## src/rtl/mem_arb_pkg.sv

```systemverilog
// Shared types and default widths for the memory-port arbiter.
package mem_arb_pkg;

  localparam int unsigned ADDR_W = 11;
  localparam int unsigned DATA_W = 32;

  typedef enum logic [1:0] {
    IDLE,
    ISSUE,
    WAIT,
    RESP
  } arb_state_t;

  typedef struct packed {
    logic              we;
    logic [ADDR_W-1:0] addr;
    logic [DATA_W-1:0] wdata;
  } mem_req_t;

endpackage

```

## src/rtl/mem_port_arbiter_if.sv

```systemverilog
// Core request/response and memory port bundle for mem_port_arbiter.
// Stats outputs exist only when ARB_STATS_EN is defined.
interface mem_port_arbiter_if;
  import mem_arb_pkg::*;

  logic              c0_req_valid, c0_req_we, c0_req_ready;
  logic [ADDR_W-1:0] c0_req_addr;
  logic [DATA_W-1:0] c0_req_wdata;
  logic              c0_rsp_valid, c0_rsp_err;
  logic [DATA_W-1:0] c0_rsp_rdata;

  logic              c1_req_valid, c1_req_we, c1_req_ready;
  logic [ADDR_W-1:0] c1_req_addr;
  logic [DATA_W-1:0] c1_req_wdata;
  logic              c1_rsp_valid, c1_rsp_err;
  logic [DATA_W-1:0] c1_rsp_rdata;

  logic              mem_r_en, mem_w_en;
  logic [ADDR_W-1:0] mem_r_adrs, mem_w_adrs;
  logic [DATA_W-1:0] mem_wdata;
  logic              mem_r_valid, mem_w_valid;
  logic [DATA_W-1:0] mem_rdata;

`ifdef ARB_STATS_EN
  logic [15:0] stat_grants0, stat_grants1, stat_conflicts;
  logic [7:0]  stat_timeouts;
`endif

  // Arbiter side
  modport slave (
    input  c0_req_valid, c0_req_we, c0_req_addr, c0_req_wdata,
    input  c1_req_valid, c1_req_we, c1_req_addr, c1_req_wdata,
    input  mem_r_valid, mem_w_valid, mem_rdata,
    output c0_req_ready, c0_rsp_valid, c0_rsp_rdata, c0_rsp_err,
    output c1_req_ready, c1_rsp_valid, c1_rsp_rdata, c1_rsp_err,
    output mem_r_en, mem_w_en, mem_r_adrs, mem_w_adrs, mem_wdata
`ifdef ARB_STATS_EN
    , output stat_grants0, stat_grants1, stat_timeouts, stat_conflicts
`endif
  );

  // Cores + memory side
  modport master (
    output c0_req_valid, c0_req_we, c0_req_addr, c0_req_wdata,
    output c1_req_valid, c1_req_we, c1_req_addr, c1_req_wdata,
    output mem_r_valid, mem_w_valid, mem_rdata,
    input  c0_req_ready, c0_rsp_valid, c0_rsp_rdata, c0_rsp_err,
    input  c1_req_ready, c1_rsp_valid, c1_rsp_rdata, c1_rsp_err,
    input  mem_r_en, mem_w_en, mem_r_adrs, mem_w_adrs, mem_wdata
`ifdef ARB_STATS_EN
    , input stat_grants0, stat_grants1, stat_timeouts, stat_conflicts
`endif
  );
endinterface

```

## src/rtl/mem_port_arbiter_rr_arbiter2.sv

```systemverilog
// Combinational two-way round-robin pick; rr names the core favoured on a tie.
module rr_arbiter2 (
  input  logic [1:0] req,
  input  logic       rr,
  output logic [1:0] grant_c
);
  always_comb begin
    grant_c = 2'b00;
    case (req)
      2'b01:   grant_c = 2'b01;
      2'b10:   grant_c = 2'b10;
      2'b11:   grant_c = rr ? 2'b10 : 2'b01;
      default: grant_c = 2'b00;
    endcase
  end
endmodule

```

## src/rtl/mem_port_arbiter.sv

```systemverilog
// Shares one memory load/store port between two cores, one transaction at a time.
// Define ARB_STATS_EN to add saturating grant/timeout/conflict counters.
module mem_port_arbiter
  import mem_arb_pkg::*;
#(
  parameter int unsigned TIMEOUT_CYC = 16
) (
  input logic              clk,
  input logic              reset,
  mem_port_arbiter_if.slave bus
);

  localparam int unsigned     CNT_W    = (TIMEOUT_CYC > 2) ? $clog2(TIMEOUT_CYC) : 1;
  localparam logic [CNT_W-1:0] CNT_LAST = CNT_W'(TIMEOUT_CYC - 1);

  arb_state_t        state_q, state_d;
  logic              rr_q, rr_d, owner_q, owner_d;
  mem_req_t          req_q, req_d, req0, req1;
  logic [CNT_W-1:0]  cnt_q, cnt_d;
  logic [1:0]        ready_q, ready_d, rsp_valid_q, rsp_valid_d, err_q, err_d;
  logic              r_en_q, r_en_d, w_en_q, w_en_d;
  logic [DATA_W-1:0] rdata0_q, rdata0_d, rdata1_q, rdata1_d, rsp_data;
  logic [1:0]        grant_c;
  logic              hit, done, timeout;

  assign req0 = '{we: bus.c0_req_we, addr: bus.c0_req_addr, wdata: bus.c0_req_wdata};
  assign req1 = '{we: bus.c1_req_we, addr: bus.c1_req_addr, wdata: bus.c1_req_wdata};
  assign hit  = req_q.we ? bus.mem_w_valid : bus.mem_r_valid;

  rr_arbiter2 u_pick (
    .req     ({bus.c1_req_valid, bus.c0_req_valid}),
    .rr      (rr_q),
    .grant_c (grant_c)
  );

  // Next state plus next value of every registered output
  always_comb begin
    state_d     = state_q;
    rr_d        = rr_q;
    owner_d     = owner_q;
    req_d       = req_q;
    cnt_d       = cnt_q;
    ready_d     = 2'b00;
    r_en_d      = 1'b0;
    w_en_d      = 1'b0;
    rsp_valid_d = 2'b00;
    rdata0_d    = rdata0_q;
    rdata1_d    = rdata1_q;
    err_d       = err_q;
    done        = 1'b0;
    timeout     = 1'b0;
    rsp_data    = '0;

    case (state_q)
      IDLE: begin
        if (|grant_c) begin
          owner_d = grant_c[1];
          req_d   = grant_c[1] ? req1 : req0;
          ready_d = grant_c;
          r_en_d  = ~req_d.we;
          w_en_d  = req_d.we;
          cnt_d   = '0;
          state_d = ISSUE;
        end
      end
      ISSUE: begin
        if (hit) done = 1'b1;
        else     state_d = WAIT;
      end
      WAIT: begin
        if (hit) begin
          done = 1'b1;
        end else if (cnt_q == CNT_LAST) begin
          done    = 1'b1;
          timeout = 1'b1;
        end else begin
          cnt_d = cnt_q + 1'b1;
        end
      end
      RESP: begin
        rr_d    = ~owner_q;
        state_d = IDLE;
      end
      default: state_d = IDLE;
    endcase

    // Response is captured on the way into RESP so it appears registered there
    if (done) begin
      state_d              = RESP;
      rsp_valid_d[owner_q] = 1'b1;
      err_d[owner_q]       = timeout;
      rsp_data             = (timeout || req_q.we) ? '0 : bus.mem_rdata;
      if (owner_q) rdata1_d = rsp_data;
      else         rdata0_d = rsp_data;
    end
  end

  always_ff @(posedge clk) begin
    if (reset) begin
      state_q     <= IDLE;
      rr_q        <= 1'b0;
      owner_q     <= 1'b0;
      req_q       <= '0;
      cnt_q       <= '0;
      ready_q     <= 2'b00;
      r_en_q      <= 1'b0;
      w_en_q      <= 1'b0;
      rsp_valid_q <= 2'b00;
      rdata0_q    <= '0;
      rdata1_q    <= '0;
      err_q       <= 2'b00;
    end else begin
      state_q     <= state_d;
      rr_q        <= rr_d;
      owner_q     <= owner_d;
      req_q       <= req_d;
      cnt_q       <= cnt_d;
      ready_q     <= ready_d;
      r_en_q      <= r_en_d;
      w_en_q      <= w_en_d;
      rsp_valid_q <= rsp_valid_d;
      rdata0_q    <= rdata0_d;
      rdata1_q    <= rdata1_d;
      err_q       <= err_d;
    end
  end

  assign bus.c0_req_ready = ready_q[0];
  assign bus.c1_req_ready = ready_q[1];
  assign bus.c0_rsp_valid = rsp_valid_q[0];
  assign bus.c1_rsp_valid = rsp_valid_q[1];
  assign bus.c0_rsp_err   = err_q[0];
  assign bus.c1_rsp_err   = err_q[1];
  assign bus.c0_rsp_rdata = rdata0_q;
  assign bus.c1_rsp_rdata = rdata1_q;
  assign bus.mem_r_en     = r_en_q;
  assign bus.mem_w_en     = w_en_q;
  assign bus.mem_r_adrs   = req_q.addr;
  assign bus.mem_w_adrs   = req_q.addr;
  assign bus.mem_wdata    = req_q.wdata;

`ifdef ARB_STATS_EN
  logic [15:0] grants0_q, grants1_q, conflicts_q;
  logic [7:0]  timeouts_q;

  // Saturating event counters
  always_ff @(posedge clk) begin
    if (reset) begin
      grants0_q   <= '0;
      grants1_q   <= '0;
      conflicts_q <= '0;
      timeouts_q  <= '0;
    end else begin
      if (rsp_valid_q[0] && grants0_q != 16'hFFFF) grants0_q <= grants0_q + 16'd1;
      if (rsp_valid_q[1] && grants1_q != 16'hFFFF) grants1_q <= grants1_q + 16'd1;
      if (|(rsp_valid_q & err_q) && timeouts_q != 8'hFF) timeouts_q <= timeouts_q + 8'd1;
      if (state_q == IDLE && bus.c0_req_valid && bus.c1_req_valid && conflicts_q != 16'hFFFF)
        conflicts_q <= conflicts_q + 16'd1;
    end
  end

  assign bus.stat_grants0   = grants0_q;
  assign bus.stat_grants1   = grants1_q;
  assign bus.stat_timeouts  = timeouts_q;
  assign bus.stat_conflicts = conflicts_q;
`endif

endmodule

```

## src/flat_wrapper.sv

```systemverilog
// flat-port wrapper written by rule: the top's interface ports become plain ports
module mem_port_arbiter_flat import mem_arb_pkg::*;
#(
  parameter int unsigned TIMEOUT_CYC = 16
)
  (clk, reset, bus_c0_req_valid, bus_c0_req_we, bus_c0_req_addr, bus_c0_req_wdata, bus_c1_req_valid, bus_c1_req_we, bus_c1_req_addr, bus_c1_req_wdata, bus_mem_r_valid, bus_mem_w_valid, bus_mem_rdata, bus_c0_req_ready, bus_c0_rsp_valid, bus_c0_rsp_rdata, bus_c0_rsp_err, bus_c1_req_ready, bus_c1_rsp_valid, bus_c1_rsp_rdata, bus_c1_rsp_err, bus_mem_r_en, bus_mem_w_en, bus_mem_r_adrs, bus_mem_w_adrs, bus_mem_wdata);
  mem_port_arbiter_if bus_i ();
  input logic clk;
  input logic reset;
  input wire logic [$bits(bus_i.c0_req_valid)-1:0] bus_c0_req_valid;
  input wire logic [$bits(bus_i.c0_req_we)-1:0] bus_c0_req_we;
  input wire logic [$bits(bus_i.c0_req_addr)-1:0] bus_c0_req_addr;
  input wire logic [$bits(bus_i.c0_req_wdata)-1:0] bus_c0_req_wdata;
  input wire logic [$bits(bus_i.c1_req_valid)-1:0] bus_c1_req_valid;
  input wire logic [$bits(bus_i.c1_req_we)-1:0] bus_c1_req_we;
  input wire logic [$bits(bus_i.c1_req_addr)-1:0] bus_c1_req_addr;
  input wire logic [$bits(bus_i.c1_req_wdata)-1:0] bus_c1_req_wdata;
  input wire logic [$bits(bus_i.mem_r_valid)-1:0] bus_mem_r_valid;
  input wire logic [$bits(bus_i.mem_w_valid)-1:0] bus_mem_w_valid;
  input wire logic [$bits(bus_i.mem_rdata)-1:0] bus_mem_rdata;
  output wire logic [$bits(bus_i.c0_req_ready)-1:0] bus_c0_req_ready;
  output wire logic [$bits(bus_i.c0_rsp_valid)-1:0] bus_c0_rsp_valid;
  output wire logic [$bits(bus_i.c0_rsp_rdata)-1:0] bus_c0_rsp_rdata;
  output wire logic [$bits(bus_i.c0_rsp_err)-1:0] bus_c0_rsp_err;
  output wire logic [$bits(bus_i.c1_req_ready)-1:0] bus_c1_req_ready;
  output wire logic [$bits(bus_i.c1_rsp_valid)-1:0] bus_c1_rsp_valid;
  output wire logic [$bits(bus_i.c1_rsp_rdata)-1:0] bus_c1_rsp_rdata;
  output wire logic [$bits(bus_i.c1_rsp_err)-1:0] bus_c1_rsp_err;
  output wire logic [$bits(bus_i.mem_r_en)-1:0] bus_mem_r_en;
  output wire logic [$bits(bus_i.mem_w_en)-1:0] bus_mem_w_en;
  output wire logic [$bits(bus_i.mem_r_adrs)-1:0] bus_mem_r_adrs;
  output wire logic [$bits(bus_i.mem_w_adrs)-1:0] bus_mem_w_adrs;
  output wire logic [$bits(bus_i.mem_wdata)-1:0] bus_mem_wdata;
  assign bus_i.c0_req_valid = bus_c0_req_valid;
  assign bus_i.c0_req_we = bus_c0_req_we;
  assign bus_i.c0_req_addr = bus_c0_req_addr;
  assign bus_i.c0_req_wdata = bus_c0_req_wdata;
  assign bus_i.c1_req_valid = bus_c1_req_valid;
  assign bus_i.c1_req_we = bus_c1_req_we;
  assign bus_i.c1_req_addr = bus_c1_req_addr;
  assign bus_i.c1_req_wdata = bus_c1_req_wdata;
  assign bus_i.mem_r_valid = bus_mem_r_valid;
  assign bus_i.mem_w_valid = bus_mem_w_valid;
  assign bus_i.mem_rdata = bus_mem_rdata;
  assign bus_c0_req_ready = bus_i.c0_req_ready;
  assign bus_c0_rsp_valid = bus_i.c0_rsp_valid;
  assign bus_c0_rsp_rdata = bus_i.c0_rsp_rdata;
  assign bus_c0_rsp_err = bus_i.c0_rsp_err;
  assign bus_c1_req_ready = bus_i.c1_req_ready;
  assign bus_c1_rsp_valid = bus_i.c1_rsp_valid;
  assign bus_c1_rsp_rdata = bus_i.c1_rsp_rdata;
  assign bus_c1_rsp_err = bus_i.c1_rsp_err;
  assign bus_mem_r_en = bus_i.mem_r_en;
  assign bus_mem_w_en = bus_i.mem_w_en;
  assign bus_mem_r_adrs = bus_i.mem_r_adrs;
  assign bus_mem_w_adrs = bus_i.mem_w_adrs;
  assign bus_mem_wdata = bus_i.mem_wdata;
  mem_port_arbiter #(.TIMEOUT_CYC(TIMEOUT_CYC)) u_core (.clk(clk), .reset(reset), .bus(bus_i));
endmodule
```

## config.mk

```make
export PLATFORM = sky130hd
export DESIGN_NAME = mem_port_arbiter_flat
export DESIGN_NICKNAME = d
export VERILOG_FILES = /design/src/rtl/mem_arb_pkg.sv /design/src/rtl/mem_port_arbiter_if.sv /design/src/rtl/mem_port_arbiter_rr_arbiter2.sv /design/src/rtl/mem_port_arbiter.sv /design/src/flat_wrapper.sv
export SDC_FILE = /design/constraint.sdc
export NUM_CORES = 1
export LEC_CHECK = 0
export ABC_AREA = 1
export CORE_MARGIN = 2
export CORE_UTILIZATION = 32
export DETAILED_ROUTE_END_ITERATION = 16
export DONT_BUFFER_PORTS = 1
export SKIP_CTS_REPAIR_TIMING = 1
export SLEW_MARGIN = 10
export SYNTH_ARGS = -nofsm -noshare
export SYNTH_HDL_FRONTEND = slang
export SYNTH_SLANG_ARGS = --single-unit
```

## constraint.sdc

```tcl
create_clock -name clk -period 1.6 [get_ports clk]
set_clock_uncertainty 0.1 [all_clocks]
set_input_delay 0.32 -clock clk [delete_from_list [all_inputs] [get_ports clk]]
set_output_delay 0.32 -clock clk [all_outputs]
set_load 0.05 [all_outputs]
```

* Word-level counts from Yosys, hierarchy flattened
Cells that the tools add are included.
** Word-level totals
- Logic and storage cells :: 69
- Output and inout bits :: 126
- Register bits after elaboration :: 124
- Input port bits :: 126
** Cells by class
- Equal/unequal tests :: 12
- Reductions and logical operators :: 13
- Bitwise gates (word level) :: 5
- Add/subtract/negate cells :: 1
- Magnitude comparators :: 2
- Mux-type cells :: 22
** Operators by type and width (number)
- 2-to-1 mux 44 bit :: 1
- 2-to-1 mux 32 bit :: 1
- 2-to-1 mux 4 bit :: 3
- case mux 2 bit (3 select lines) :: 2
- equality test 2 bit, second input constant :: 4
- 2-to-1 mux 2 bit :: 4
- case mux 4 bit (2 select lines) :: 1
- 2-to-1 mux 1 bit :: 7
- AND reduction 2 bit :: 3
- NOT 1 bit :: 5
- adder 4 x 1 -> 4 bit, second input constant :: 1
- equality test 2 x 1 -> 1 bit, second input constant :: 2
- equality test 4 bit, second input constant :: 1
- != test 2 bit, second input constant :: 2
- AND reduction 4 bit :: 1
- nonzero test 4 bit :: 1
- OR reduction 2 bit :: 2
- != test 3 x 1 -> 1 bit, second input constant :: 1
- != test 3 bit, second input constant :: 1
- AND reduction 3 bit :: 1
- OR reduction 3 bit :: 1
- bitwise mux 2 bit :: 1
- zero test 2 bit :: 1
- < comparator 1 x 2 -> 1 bit, second input constant :: 1
- other kinds (7) :: 7

* Longest topological paths before layout
- Word-level depth :: 6
- Gate-level depth with buffers :: 11
- Mapped depth without buffers :: 9

* By module
Synthesis repeated with hierarchy kept, for this count alone.
** Second synthesis, totals
- Cell total of the unflattened synthesis :: 886
- Area, all modules :: 5898.2 µm²
** By module, submodules not included
- mem_port_arbiter :: cells an instance 881, instances 1, area an instance 5878.1 µm², seq. area each 2482.4 µm²
- rr_arbiter2 :: cells an instance 5, instances 1, area an instance 20.0 µm², seq. area each 0.0 µm²

* Least setup slack after synthesis
No wires, ideal clock.
- Path type :: reg-to-reg
- From :: register u_core.state_q[0]
- To :: register u_core.rdata0_q[10] (netlist: u_core.bus.c0_rsp_rdata[10])
- Arrival :: 1365 ps
- Library setup time :: 113 ps
- Stages on the path, launching flop included :: 10
- Required time :: 1387 ps
- Buffers on the path :: 2
- Setup slack :: 22 ps
- Clock period less this slack :: 1578 ps
- Path through :: dfxtp_1 > inv_1 > ha_1 > nand3_1 > nand3_2 > nand3_2 > buf_4 > buf_4 > nor2_1 > nor2_1
** On the way
- Cells in the longest elaborated chain, start to end :: 4
- Elaborated cells on any way between the ends :: 7
- Classes of those cells :: eq/ne (2); mux (3); reduce/logical (2)
** RTL lines
- start: declaration :: line mem_port_arbiter.sv:16 : arb_state_t state_q, state_d;
- start signal: assignment :: line mem_port_arbiter.sv:113 : state_q <= state_d;
- equality test 2 bit :: line mem_port_arbiter.sv:54 : case (state_q)
- 2-to-1 mux 1 bit :: line mem_port_arbiter.sv:54
- logical OR 1 bit :: line mem_port_arbiter.sv:92 : rsp_data = (timeout || req_q.we) ? '0 : bus.mem_rdata;
- 2-to-1 mux 32 bit :: line mem_port_arbiter.sv:92
- end signal: assignment :: line mem_port_arbiter.sv:122 : rdata0_q <= rdata0_d;
- end: declaration :: line mem_port_arbiter.sv:22 : logic [DATA_W-1:0] rdata0_q, rdata0_d, rdata1_q, rdata1_d, rsp_data;
Several ways; a longest one is shown, not always the timed one.
A chain may end at the register's enable or synchronous reset.

* Worst setup path in the final report
- From :: register u_core.req_q[43] (netlist name)
- To :: register u_core.rdata1_q[4] (netlist: u_core.bus.c1_rsp_rdata[4])
** On the way
- Cells in the longest elaborated chain, start to end :: 5
- Elaborated cells on any way between the ends :: 9
- Classes of those cells :: mux (7); reduce/logical (2)
** RTL lines
- start: declaration :: line mem_port_arbiter.sv:18 : mem_req_t req_q, req_d, req0, req1;
- start signal: assignment :: line mem_port_arbiter.sv:116 : req_q <= req_d;
- 2-to-1 mux 1 bit :: line mem_port_arbiter.sv:28 : assign hit = req_q.we ? bus.mem_w_valid : bus.mem_r_valid;
- 2-to-1 mux 1 bit :: line mem_port_arbiter.sv:71 : if (hit) begin
- 2-to-1 mux 1 bit :: line mem_port_arbiter.sv:54
- logical OR 1 bit :: line mem_port_arbiter.sv:92
- 2-to-1 mux 32 bit :: line mem_port_arbiter.sv:92
- end signal: assignment :: line mem_port_arbiter.sv:123 : rdata1_q <= rdata1_d;
- end: declaration :: line mem_port_arbiter.sv:22
Several ways; a longest one is shown, not always the timed one.

==> results.ini <==
[finish]
nNetsFinal = 1093
final_util_pct = 44.8
final_cells = 1202
area.growth.synth_to_final_pct = 37.3
design_area_mm2 = 0.00805
final_layout_size_suffix_gt1_share_pct = 17.5
diodes = 0

[sta]
setup_viol = 46
maxSlewViolCount = 0
whs_ns = 0.0198
tightest_slew_ns = 0.562
tns_ns = -1.17
post-route-period-util_pct = 104
maxSlewHeadroom_pct = 62.5
final_hold_viol_count = 0
period_minus_slack_ns = 1.67
max_freq_mhz = 598
rsz0062_at_grt = true
setup_ws_ns = -0.0713

[floorplanning]
die_h_um = 139
die_area_mm2 = 0.0194
fp-row-count = 49
ioPinCount = 252
initial_utilization_pct = 32.7
coreArea_mm2 = 0.0180
die_w_um = 139

[yosys]
synth_compound_area_share_pct = 9.85
ys_types = 27
synth_area_mm2 = 0.00587
synth_edf_count = 0
synth.area.top_cells = dfxtp_1, nand2_1, nor2_1
syn_inst = 876
synthTopCellsByCount = nand2_1, nor2_1, dfxtp_1
synthArstFlopShare_pct = 0
ys.flop_type = dfxtp_1
synthSimpleGateAreaFrac_pct = 28.0
syn_nets = 1008
yosys.area_share.adder_pct = 1.28
ys_ff_latch = 124
synth_xor_xnor_area_share_pct = 0.149
yosys.area.top_type = dfxtp_1
synth_warnings = 0
ys_seq_area_share_pct = 42.3
syn_avg_cell_area_um2 = 6.70
yosysTopAreaCellShare_pct = 42.3
synth_top_family_by_area = simple AND/OR/NAND/NOR gates
muxShareOfSynthArea_pct = 0
yosysMostFrequentCell = nand2_1

[setup_path]
cp-end-kind = register
startpoint_type = register
worst-path-buf-inv = 2
crit_type = register to register
crit_top_cell = nand3_4
cp.required_ns = 1.81
worstPathCellList = inv_1 -> nand2_1 -> nand3_2 -> nand3_4 -> nand3_4 -> clkbuf_16 -> nor2_2 -> nor2_1
crit_family = simple AND/OR/NAND/NOR gates
slowest_stage = dfxtp_1
cp_data_arrival_time_ns = 1.88
critPathMaxFanout = 6
slowest_delay_ns = 0.39

[clock_network]
ctsLongestPathBuffers = 2
clk_pin_slew_worst_paths_ns = 0.06
h-tree-depth = 4
cts_tree = built
cts-buffers-inserted = 17
clock-sinks = 124
clock_latency_ns = 0.41
cts-root-buf = clkbuf_16

[drt]
wl_mm = 17.9
drc = 0
vias_per_cell = 4.62
dr.pass1.iters = 6
drt-initial-drc-count = 294
antenna_violating_nets_post_route = 0
route.vias.total = 5550
wire_per_inst_um = 14.9

[global_route]
first_global_vias = 4593
grt_max_degree = 58
grt_pass1_wl_mm = 22.9
grt_overflow = 0
grt_util_all_layers_pct = 14.7
antenna_found_initial = 0

[outcome]
violations = negative setup slack
status = finished, violations left

[power]
power.leakage_nw = 3.92
power.total_mw = 13.7
power_density_mw_per_mm2 = 1700
ir_drop_uv = 888

[run]
cap_violations = 0

[placed_design]
gp_routability_congestion = 0.795
hpwl_mm = 10.2
place_ws_ns = -0.0681
dp.cells = 1071
placed_cell_area_mm2 = 0.00615
portBuffers = 0

[min_path]
worstHoldPathType = input pin to register

==> cells by family (layout without fill, tap and decap cells) <==
group | count (synthesis) | count (layout)
simple gates | 427 | 428
compound gates | 101 | 101
fa+ha+maj | 6 | 6
buf+inv | 217 | 313
flops | 124 | 124
xor+xnor | 1 | 1
==> state kept, by name, indices dropped and copies added, names as in the netlist, 2 cells and up <==
signal                   count
u_core.bus.c0_rsp_rdata     32
u_core.bus.c1_rsp_rdata     32
u_core.bus.mem_wdata        32
u_core.bus.mem_r_adrs       11
u_core.cnt_q                 4
u_core.err_q                 2
u_core.ready_q               2
u_core.rsp_valid_q           2
u_core.state_q               2
==> cell usage in the layout (no fill, tap or decap), drive strengths merged, types with 5 or more instances in the layout <==
cell,instances
o21ai,48
clkbuf,24
a21oi,5
clkinv,8
a31oi,43
nor2,175
nand3,13
inv,117
ha,6
dfxtp,124
dlygate4sd3,88
nand2,237
buf,72
==> path summary, 6_finish.rpt <==
| check | slack (ns) | start | cells past startpoint | end |
|---|---|---|---|---|
| max | -0.07 | u_core.req_q[43] | 8 | u_core.bus.c1_rsp_rdata[4] |
| min | 0.02 | bus_c0_req_we | 2 | u_core.bus.mem_w_en |
| max reg2reg | -0.07 | u_core.req_q[43] | 8 | u_core.bus.c1_rsp_rdata[4] |
| min reg2reg | 0.40 | u_core.cnt_q[3] | 2 | u_core.cnt_q[3] |
==> where the power goes <==
part / leakage (nW) / switching, mW / total, mW / internal, mW
Combinational: 2.63 / 2.99 / 4.56 / 1.58
Clock: 0.269 / 1.48 / 3.66 / 2.18
Sequential: 1.02 / 1.73 / 5.47 / 3.74
Total: 3.92 / 6.20 / 13.7 / 7.49
==> routing by layer <==
| layer | up-vias | GRT usage [%] | part of all wire (%) |
|---|---|---|---|
| li1 | 2792 | - | - |
| met1 | 2429 | 17.5 | 41 |
| met2 | 310 | 24.1 | 47 |
| met3 | 19 | 6.78 | 10 |
| met4 | 0 | 3.99 | 1.1 |
| met5 | - | 0 | 0 |
==> cell type report <==
class / count / area [µm²]
Multi-Input combinational cell: 536 / 2550
Sequential cell: 124 / 2490
Inverter: 116 / 442
Fill cell: 1725 / 9910
Clock buffer: 18 / 439
Clock inverter: 13 / 120
Timing Repair Buffer: 166 / 1720
Tap cell: 229 / 287
==> worst reg2reg max path, cell delays in order (launching register included) <==
cell	delay, ns
dfxtp_1	0.39
inv_1	0.08
nand2_1	0.13
nand3_2	0.12
nand3_4	0.16
nand3_4	0.19
clkbuf_16	0.25
nor2_2	0.10
nor2_1	0.05
(Power assumes the default switching activity.)
